[src/rtl/difftest_mc_endpoint.sv]
// Multi-core difftest endpoint: aggregates per-core steps, exits and UART bytes
// into one sticky run verdict, with watchdogs, warmup/perf pulses and a merged UART stream.
module difftest_mc_endpoint #(
  parameter int NUM_CORES   = 2,
  parameter int STEP_WIDTH  = 8,
  parameter int STUCK_WIDTH = 32,
  parameter int UART_DEPTH  = 16,
  localparam int CW = (NUM_CORES > 1) ? $clog2(NUM_CORES) : 1
) (
  input  logic                            clock,
  input  logic                            reset_n,
  input  logic [63:0]                     cfg_max_cycles,
  input  logic [63:0]                     cfg_max_instrs,
  input  logic [63:0]                     cfg_warmup_instr,
  input  logic [STUCK_WIDTH-1:0]          cfg_stuck_limit,
  input  logic [NUM_CORES*STEP_WIDTH-1:0] core_step,
  input  logic [NUM_CORES*64-1:0]         core_exit,
  input  logic [NUM_CORES-1:0]            uart_in_valid,
  input  logic [NUM_CORES*8-1:0]          uart_in_ch,
  output logic [NUM_CORES-1:0]            uart_in_ready,
  output logic                            uart_out_valid,
  output logic [7:0]                      uart_out_ch,
  output logic [CW-1:0]                   uart_out_core,
  input  logic                            uart_out_ready,
  output logic [63:0]                     n_cycles,
  output logic                            status_valid,
  output logic [7:0]                      status_code,
  output logic [CW-1:0]                   status_core,
  output logic [63:0]                     status_cycle,
  output logic                            perf_clean,
  output logic                            perf_dump,
  output logic [1:0]                      dbg_state
);

  localparam int AW = $clog2(UART_DEPTH);

  localparam logic [7:0] CODE_GOOD   = 8'd1;
  localparam logic [7:0] CODE_EXCEED = 8'd2;
  localparam logic [7:0] CODE_FAIL   = 8'd3;
  localparam logic [7:0] CODE_STUCK  = 8'd5;
  localparam logic [7:0] CODE_MAXCYC = 8'd6;

  typedef enum logic [1:0] {
    ST_INIT = 2'd0,
    ST_RUN  = 2'd1,
    ST_DONE = 2'd2
  } state_t;

  state_t state;

  logic [STEP_WIDTH-1:0]  step_s    [NUM_CORES];
  logic [63:0]            exit_s    [NUM_CORES];
  logic [7:0]             ch_s      [NUM_CORES];
  logic [63:0]            instr_cnt [NUM_CORES];
  logic [63:0]            instr_nxt [NUM_CORES];
  logic [STUCK_WIDTH-1:0] stuck_cnt [NUM_CORES];
  logic [NUM_CORES-1:0]   done_q;
  logic [NUM_CORES-1:0]   fail_q;
  logic                   warm_fired;

  logic          v_fire;
  logic [7:0]    v_code;
  logic [CW-1:0] v_core;
  logic          fail_hit, stuck_hit, exceed_hit;
  logic [CW-1:0] fail_idx, stuck_idx, exceed_idx;
  logic          warm_hit;

  assign dbg_state = state;

  always_comb begin
    for (int i = 0; i < NUM_CORES; i++) begin
      step_s[i]    = core_step[i*STEP_WIDTH +: STEP_WIDTH];
      exit_s[i]    = core_exit[i*64 +: 64];
      ch_s[i]      = uart_in_ch[i*8 +: 8];
      // Saturate rather than wrap so a runaway core still trips EXCEED.
      instr_nxt[i] = (instr_cnt[i] > ~64'(step_s[i])) ? '1 : instr_cnt[i] + 64'(step_s[i]);
    end
  end

  // Verdict reduction on registered state; descending scan leaves the lowest index.
  always_comb begin
    fail_hit   = 1'b0;
    stuck_hit  = 1'b0;
    exceed_hit = 1'b0;
    fail_idx   = '0;
    stuck_idx  = '0;
    exceed_idx = '0;
    for (int i = NUM_CORES - 1; i >= 0; i--) begin
      if (fail_q[i]) begin
        fail_hit = 1'b1;
        fail_idx = CW'(i);
      end
      if (cfg_stuck_limit != '0 && stuck_cnt[i] >= cfg_stuck_limit) begin
        stuck_hit = 1'b1;
        stuck_idx = CW'(i);
      end
      if (cfg_max_instrs != '0 && instr_cnt[i] >= cfg_max_instrs) begin
        exceed_hit = 1'b1;
        exceed_idx = CW'(i);
      end
    end
    v_fire = 1'b0;
    v_code = '0;
    v_core = '0;
    if (state == ST_RUN) begin
      if (fail_hit) begin
        v_fire = 1'b1; v_code = CODE_FAIL;   v_core = fail_idx;
      end else if (stuck_hit) begin
        v_fire = 1'b1; v_code = CODE_STUCK;  v_core = stuck_idx;
      end else if (&done_q) begin
        v_fire = 1'b1; v_code = CODE_GOOD;
      end else if (exceed_hit) begin
        v_fire = 1'b1; v_code = CODE_EXCEED; v_core = exceed_idx;
      end else if (cfg_max_cycles != '0 && n_cycles >= cfg_max_cycles) begin
        v_fire = 1'b1; v_code = CODE_MAXCYC;
      end
    end
    warm_hit = (state == ST_RUN) && !v_fire && !warm_fired &&
               (cfg_warmup_instr != '0) && (instr_cnt[0] >= cfg_warmup_instr);
  end

  always_ff @(posedge clock or negedge reset_n) begin
    if (!reset_n) begin
      state        <= ST_INIT;
      n_cycles     <= '0;
      status_valid <= 1'b0;
      status_code  <= '0;
      status_core  <= '0;
      status_cycle <= '0;
      perf_clean   <= 1'b0;
      perf_dump    <= 1'b0;
      warm_fired   <= 1'b0;
      done_q       <= '0;
      fail_q       <= '0;
      for (int i = 0; i < NUM_CORES; i++) begin
        instr_cnt[i] <= '0;
        stuck_cnt[i] <= '0;
      end
    end else begin
      perf_clean <= 1'b0;
      perf_dump  <= 1'b0;
      case (state)
        ST_INIT: state <= ST_RUN;
        ST_RUN: begin
          if (v_fire) begin
            // Counters freeze on the verdict edge so n_cycles stays equal to status_cycle.
            status_valid <= 1'b1;
            status_code  <= v_code;
            status_core  <= v_core;
            status_cycle <= n_cycles;
            perf_dump    <= 1'b1;
            state        <= ST_DONE;
          end else begin
            n_cycles <= n_cycles + 64'd1;
            if (warm_hit) begin
              perf_clean <= 1'b1;
              warm_fired <= 1'b1;
            end
            for (int i = 0; i < NUM_CORES; i++) begin
              instr_cnt[i] <= instr_nxt[i];
              if (&exit_s[i]) done_q[i] <= 1'b1;
              fail_q[i] <= (exit_s[i] != '0) && !(&exit_s[i]);
              if (!done_q[i]) begin
                if (step_s[i] != '0)   stuck_cnt[i] <= '0;
                else if (!(&stuck_cnt[i])) stuck_cnt[i] <= stuck_cnt[i] + 1'b1;
              end
            end
          end
        end
        ST_DONE: state <= ST_DONE;
        default: state <= ST_INIT;
      endcase
    end
  end

  // UART handshake: a byte moves at an edge where valid && ready. Sources hold valid
  // and data until accepted; uart_in_ready depends combinationally on uart_in_valid
  // and uart_out_ready, so a full FIFO can still accept when its head leaves this cycle.
  logic [AW:0]      wr_ptr, rd_ptr;
  logic [CW+7:0]    mem [UART_DEPTH];
  logic [CW-1:0]    rr_ptr;
  logic             fifo_empty, fifo_full, mem_pop, can_push;
  logic             gnt_any;
  logic [CW-1:0]    gnt_idx;
  logic [NUM_CORES-1:0] grant;

  assign fifo_empty    = (wr_ptr == rd_ptr);
  assign fifo_full     = (wr_ptr[AW] != rd_ptr[AW]) && (wr_ptr[AW-1:0] == rd_ptr[AW-1:0]);
  assign mem_pop       = !fifo_empty && (!uart_out_valid || uart_out_ready);
  assign can_push      = (state != ST_INIT) && (!fifo_full || mem_pop);
  assign uart_in_ready = grant;

  always_comb begin
    grant   = '0;
    gnt_any = 1'b0;
    gnt_idx = '0;
    for (int off = 0; off < NUM_CORES; off++) begin
      int idx;
      idx = int'(rr_ptr) + off;
      if (idx >= NUM_CORES) idx = idx - NUM_CORES;
      if (can_push && !gnt_any && uart_in_valid[idx]) begin
        gnt_any    = 1'b1;
        gnt_idx    = CW'(idx);
        grant[idx] = 1'b1;
      end
    end
  end

  always_ff @(posedge clock) begin
    if (gnt_any) mem[wr_ptr[AW-1:0]] <= {gnt_idx, ch_s[gnt_idx]};
  end

  // The output register is fed only from the FIFO head; an empty FIFO is never bypassed.
  always_ff @(posedge clock or negedge reset_n) begin
    if (!reset_n) begin
      wr_ptr         <= '0;
      rd_ptr         <= '0;
      rr_ptr         <= '0;
      uart_out_valid <= 1'b0;
      uart_out_ch    <= '0;
      uart_out_core  <= '0;
    end else begin
      if (gnt_any) begin
        wr_ptr <= wr_ptr + 1'b1;
        rr_ptr <= (int'(gnt_idx) == NUM_CORES - 1) ? '0 : gnt_idx + 1'b1;
      end
      if (mem_pop) begin
        rd_ptr         <= rd_ptr + 1'b1;
        uart_out_valid <= 1'b1;
        uart_out_ch    <= mem[rd_ptr[AW-1:0]][7:0];
        uart_out_core  <= mem[rd_ptr[AW-1:0]][CW+7:8];
      end else if (uart_out_valid && uart_out_ready) begin
        uart_out_valid <= 1'b0;
      end
    end
  end

endmodule
[config.mk]
export PLATFORM = sky130hd
export DESIGN_NAME = difftest_mc_endpoint
export DESIGN_NICKNAME = d
export VERILOG_FILES = /design/src/rtl/difftest_mc_endpoint.sv
export SDC_FILE = /design/constraint.sdc
export NUM_CORES = 2
export LEC_CHECK = 0
export CAP_MARGIN = 30
export CORE_ASPECT_RATIO = 0.7
export CORE_MARGIN = 5
export CORE_UTILIZATION = 30
export CTS_CLUSTER_SIZE = 40
export DETAILED_ROUTE_END_ITERATION = 8
export GPL_ROUTABILITY_DRIVEN = 0
export HOLD_SLACK_MARGIN = 0.05
export PLACE_DENSITY = 0.54
export SETUP_SLACK_MARGIN = 0.1
export SYNTH_ARGS = -nofsm -noshare
export SYNTH_HDL_FRONTEND = slang
export SYNTH_SLANG_ARGS = --single-unit
[constraint.sdc]
create_clock -name clock -period 5.2 [get_ports clock]
set_input_delay 1.04 -clock clock [delete_from_list [all_inputs] [get_ports clock]]
set_output_delay 1.04 -clock clock [all_outputs]
set_load 0.02 [all_outputs]
==> results.md <==
- The run finished with clean final reports.
- For the worst flop-to-flop path, the logic depth is 14.
- The worst stage delay on the critical path is 0.63 ns.
- The via count of the first global-routing pass is between 20,000 and 30,000.
- The via count is 30,000.
- The slack of the worst reg-to-reg path is 0.82 ns.
- The pre-antenna-repair detailed-routing pass consisted of 5 iterations.
- The H-tree generated during clock tree synthesis spans 2 levels.
- The number of gates resized after cts is 0.
- Entering global routing, the biggest net connects 100 pins.
- The root buffer cell chosen for the clock tree is sky130_fd_sc_hd__clkbuf_16.
- STA classifies the critical path startpoint as an input pin.
- Setup repair after global routing left no endpoint under its margin.
- Across the run, the number of max-cap violations was 0.
- Clock-pin slew was measured on the worst setup and hold paths at about 0.060 ns.
- The slowest stage of the critical path is the sky130_fd_sc_hd__or4_4 cell.
- A synthesized cell averages 9.75 um^2.
- From synthesis to final layout, the design area changed by 30.5%.
- The share of the clock period used by the worst path after layout is 92.1%.
- The final sum of negative setup slack is 0 ns.
- The first global-routing pass estimated 188,000 um of wire.
- The leakage power is 0.0180 uW.
- Counting every instance in the synthesized netlist gives 3,390.
- The critical path runs through a total of 15 cells.
- The worst path in the final design needs a cycle of 4.79 ns, including I/O delays and setup.
- The placeable core area is between 100,000 and 150,000 um^2.
- Global routing finished with a remaining overflow of 0.
- The top flip-flop cell by instance count after synthesis is sky130_fd_sc_hd__dfrtp_1.
- The starting utilization of the core area is a little under a third.
- TritonCTS built the clock tree.
- In this run the tightest slew margin relative to its limit is 32.0%.
- The top cell family by delay on the critical path is compound AO/OA/AOI/OAI gates.
- The largest vdd supply drop is 0.353 mV.
- Counting flops and latches in the post-synthesis netlist gives between 400 and 500.
- For the pin with the worst max-slew slack, the measured transition is 1.02 ns.
- The power density of the placed cells is around 260 nW/um^2.
- The type of element capturing the critical path is a flop.
- The maximum operating frequency is 0.209 GHz.
- In the layout the commonest cells are sky130_fd_sc_hd__clkdlybuf4s50_1, sky130_fd_sc_hd__dfrtp_1, sky130_fd_sc_hd__ha_1.
- The number of buffers added on ports is around 540.
- The number of enable flip-flop cells after synthesis is about 140.
- The share of final-layout standard cells stronger than drive strength 1 is 10.2%.
- In this run the worst setup path terminates at stuck_cnt[11].
- At the end of the flow, the number of nets in the layout was 4,739.
- The number of hold buffers added after CTS was 0.
- Before CTS, the worst setup slack after placement is -0.305 ns.
- The type of the worst min-delay path is input pin to asynchronous set/reset pin.
- The routed via count divided by cell count is 5.46.
- During synthesis, Yosys emitted a total of 0 warnings.
- The netlist uses 70 different library cells.
- The number of buffers between clock root and the deepest sink is 3.
- The number of buffer and inverter stages on the critical path is 5.
- The layout filler cell count is 10,800.
- The number of design-rule violations left by the first detailed-router iteration is 3,032.
- For the worst setup path, the data arrival time is roughly 5.3 ns.
- After synthesis the cells add up to 33,100 um^2.
- The count of antenna-violating nets left after detailed routing is 0.
- Across the whole layout, storage elements account for ~13,000 um^2.
- The startpoint of the most critical register-to-register path is instr_cnt[127].
- The area of the die is 117,000 um^2.
- For this block, the routed nets add up to about 130,000 um of wire.
- In this run the horizontal extent of the chip is roughly 400 um.
- The post-detailed-route DRC marker count is 0.
- The count of final hold-check violations was 0.
- 543 I/O pins were placed.
- Global routing consumed, over all layers together, roughly a fifth of the routing resources.
- For the worst setup path, the data required time is between 5 and 6 ns.
- The share of flip-flops with an asynchronous set or reset after synthesis is 71.1%.
- Once the clock tree was built, the setup fixing pass inserted 0 buffers.
- The multi-input combinational cells in the finished layout cover a total of ~18,000 um^2.
- Summing internal, switching and leakage power gives around 11,000 uW.
- The most common library cell in the layout ignoring fill and taps is sky130_fd_sc_hd__clkdlybuf4s50_1.
- The HPWL reported at the end of detailed placement is 99,200 um.
- The highest net fanout along the worst path is 14.
- The worst setup path category is input pin to flop.
- The endpoint of the lowest-slack register-to-register path is n_cycles[42].
- The clock skew after layout is 0.0652 ns.
- The tree built by TritonCTS fans out to 499 sinks.
- The critical path starts at cfg_max_instrs[15].
- Dividing the detail-routed wire length by the instance count gives 23.0 um.
- The initial antenna violation count was 16.
- The total count of max-transition violations in the final report is 0.
- The least setup slack across all paths after layout is between 0.4 and 0.5 ns.
- The sequential element share of the synthesized area is 39.9%.
- Clock tree synthesis inserted a total of 57 buffers.
- The number of setup violations in the final report is 0.
- The number of rows in the core area is 101.
- The clock latency of the later-clocked register in the worst-skew pair is 0.68 ns.
- The die span in y is 288 um.
- Traced cell by cell, the critical path runs through clkdlybuf4s50_1 -> inv_1 -> ha_1 -> a21oi_1 -> o21ai_0 -> a2111oi_0 -> buf_4 -> o211ai_1 -> a31oi_1 -> a41oi_1 -> buf_12 -> or4_4 -> or4_4 -> buf_12 -> o31ai_1.
## worst min-delay path by stage
stage	slack, ns	end	startpoint
floorplan	0.41	perf_clean	warm_fired
global placement	0.44	perf_clean	warm_fired
detailed placement	0.44	perf_clean	warm_fired
CTS	0.30	instr_cnt[86]	reset_n
global route	0.34	n_cycles[55]	reset_n
finish	0.32	n_cycles[55]	reset_n
## worst register-to-register path, cell delays in order, from the launching register on
cell	delay, ns
sky130_fd_sc_hd__dfrtp_1	0.54
sky130_fd_sc_hd__ha_1	0.41
sky130_fd_sc_hd__nand4_1	0.21
sky130_fd_sc_hd__nor4_1	0.74
sky130_fd_sc_hd__nand3_1	0.36
sky130_fd_sc_hd__nor2_1	0.23
sky130_fd_sc_hd__a2111oi_2	0.09
sky130_fd_sc_hd__buf_4	0.23
sky130_fd_sc_hd__a21oi_1	0.20
sky130_fd_sc_hd__buf_4	0.18
sky130_fd_sc_hd__or3_4	0.23
sky130_fd_sc_hd__buf_4	0.36
sky130_fd_sc_hd__buf_4	0.26
sky130_fd_sc_hd__nor3_1	0.08
sky130_fd_sc_hd__xor2_1	0.15
## metrics by stage
step / instances / utilization (%) / hold slack [ns] / instance area (um^2)
2_1_floorplan: 3394 / - / 0.412 / 33100
3_3_place_gp: 5380 / 37.8 / 0.439 / 41200
3_5_place_dp: 5382 / 37.8 / 0.436 / 41200
4_1_cts: 5486 / 39.6 / 0.302 / 43100
5_1_grt: 5489 / 39.6 / 0.336 / 43200
6_report: 5490 / 39.6 / 0.316 / 43200
## routing by layer
metal | vias up | track usage (%) | wire (um)
met3 | 150 | 3.30 | 8360
met5 | - | 0 | 11
met1 | 14600 | 32.0 | 61500
li1 | 14200 | - | -
met4 | 2 | 4.63 | 2900
met2 | 1020 | 30.9 | 53700
## sequential cells by signal (all words and copies together) (netlist names), 3 cells and up
signal	cells
instr_cnt	128
n_cycles	64
mem	144
uart_out_ch	8
status_cycle	64
wr_ptr	5
rd_ptr	5
stuck_cnt	64
status_code	3
## synth_stat cells, drive strengths merged (25+ instances only)
cell    instances  area, um^2
inv           283        1060
nand3         195         976
dfrtp         355        8880
o31ai         133         998
o41ai          25         226
buf            29         153
or4            56         428
a31oi          55         344
nor4          127         795
and3           79         494
nor2          130         488
xnor2          37         324
nand2         191         717
o21ai         109         546
clkbuf        113         424
a21oi         199         996
nand4         185        1160
nor3           87         435
nand2b         30         188
xor2           49         429
mux2           93        1050
a21o           37         278
and2           30         188
edfxtp        144        4320
mux4           45        1010
and4           26         228
ha            349        4370
## logic make-up after synthesis
kind of cell	count (synthesis)	synth area share, %
AOI/OAI and AO/OA	679	13.2
xor gates and xnor gates	86	2.28
adders and majority gates	351	13.3
buffers and inverters	425	4.96
DFF	499	39.9
muxes	142	6.35
other	1	0.0113
and+or+nand+nor	1207	19.9
## area by class of cell
class | instances | share of cell area, %
clock buffer | 70 | 3.46
tap | 1442 | 4.18
timing repair buffer | 688 | 15.8
clock inverter | 34 | 1.04
antenna | 4 | 0.0232
sequential | 499 | 30.6
multi-input combinational | 2470 | 42.4
inverter | 283 | 2.46
## power breakdown
| group | switching, uW | internal (uW) |
|---|---|---|
| sequential | 128 | 4380 |
| clock | 1840 | 2410 |
| combinational | 1260 | 1130 |
| total | 3230 | 7930 |
Power figures use the tool's default switching activity.
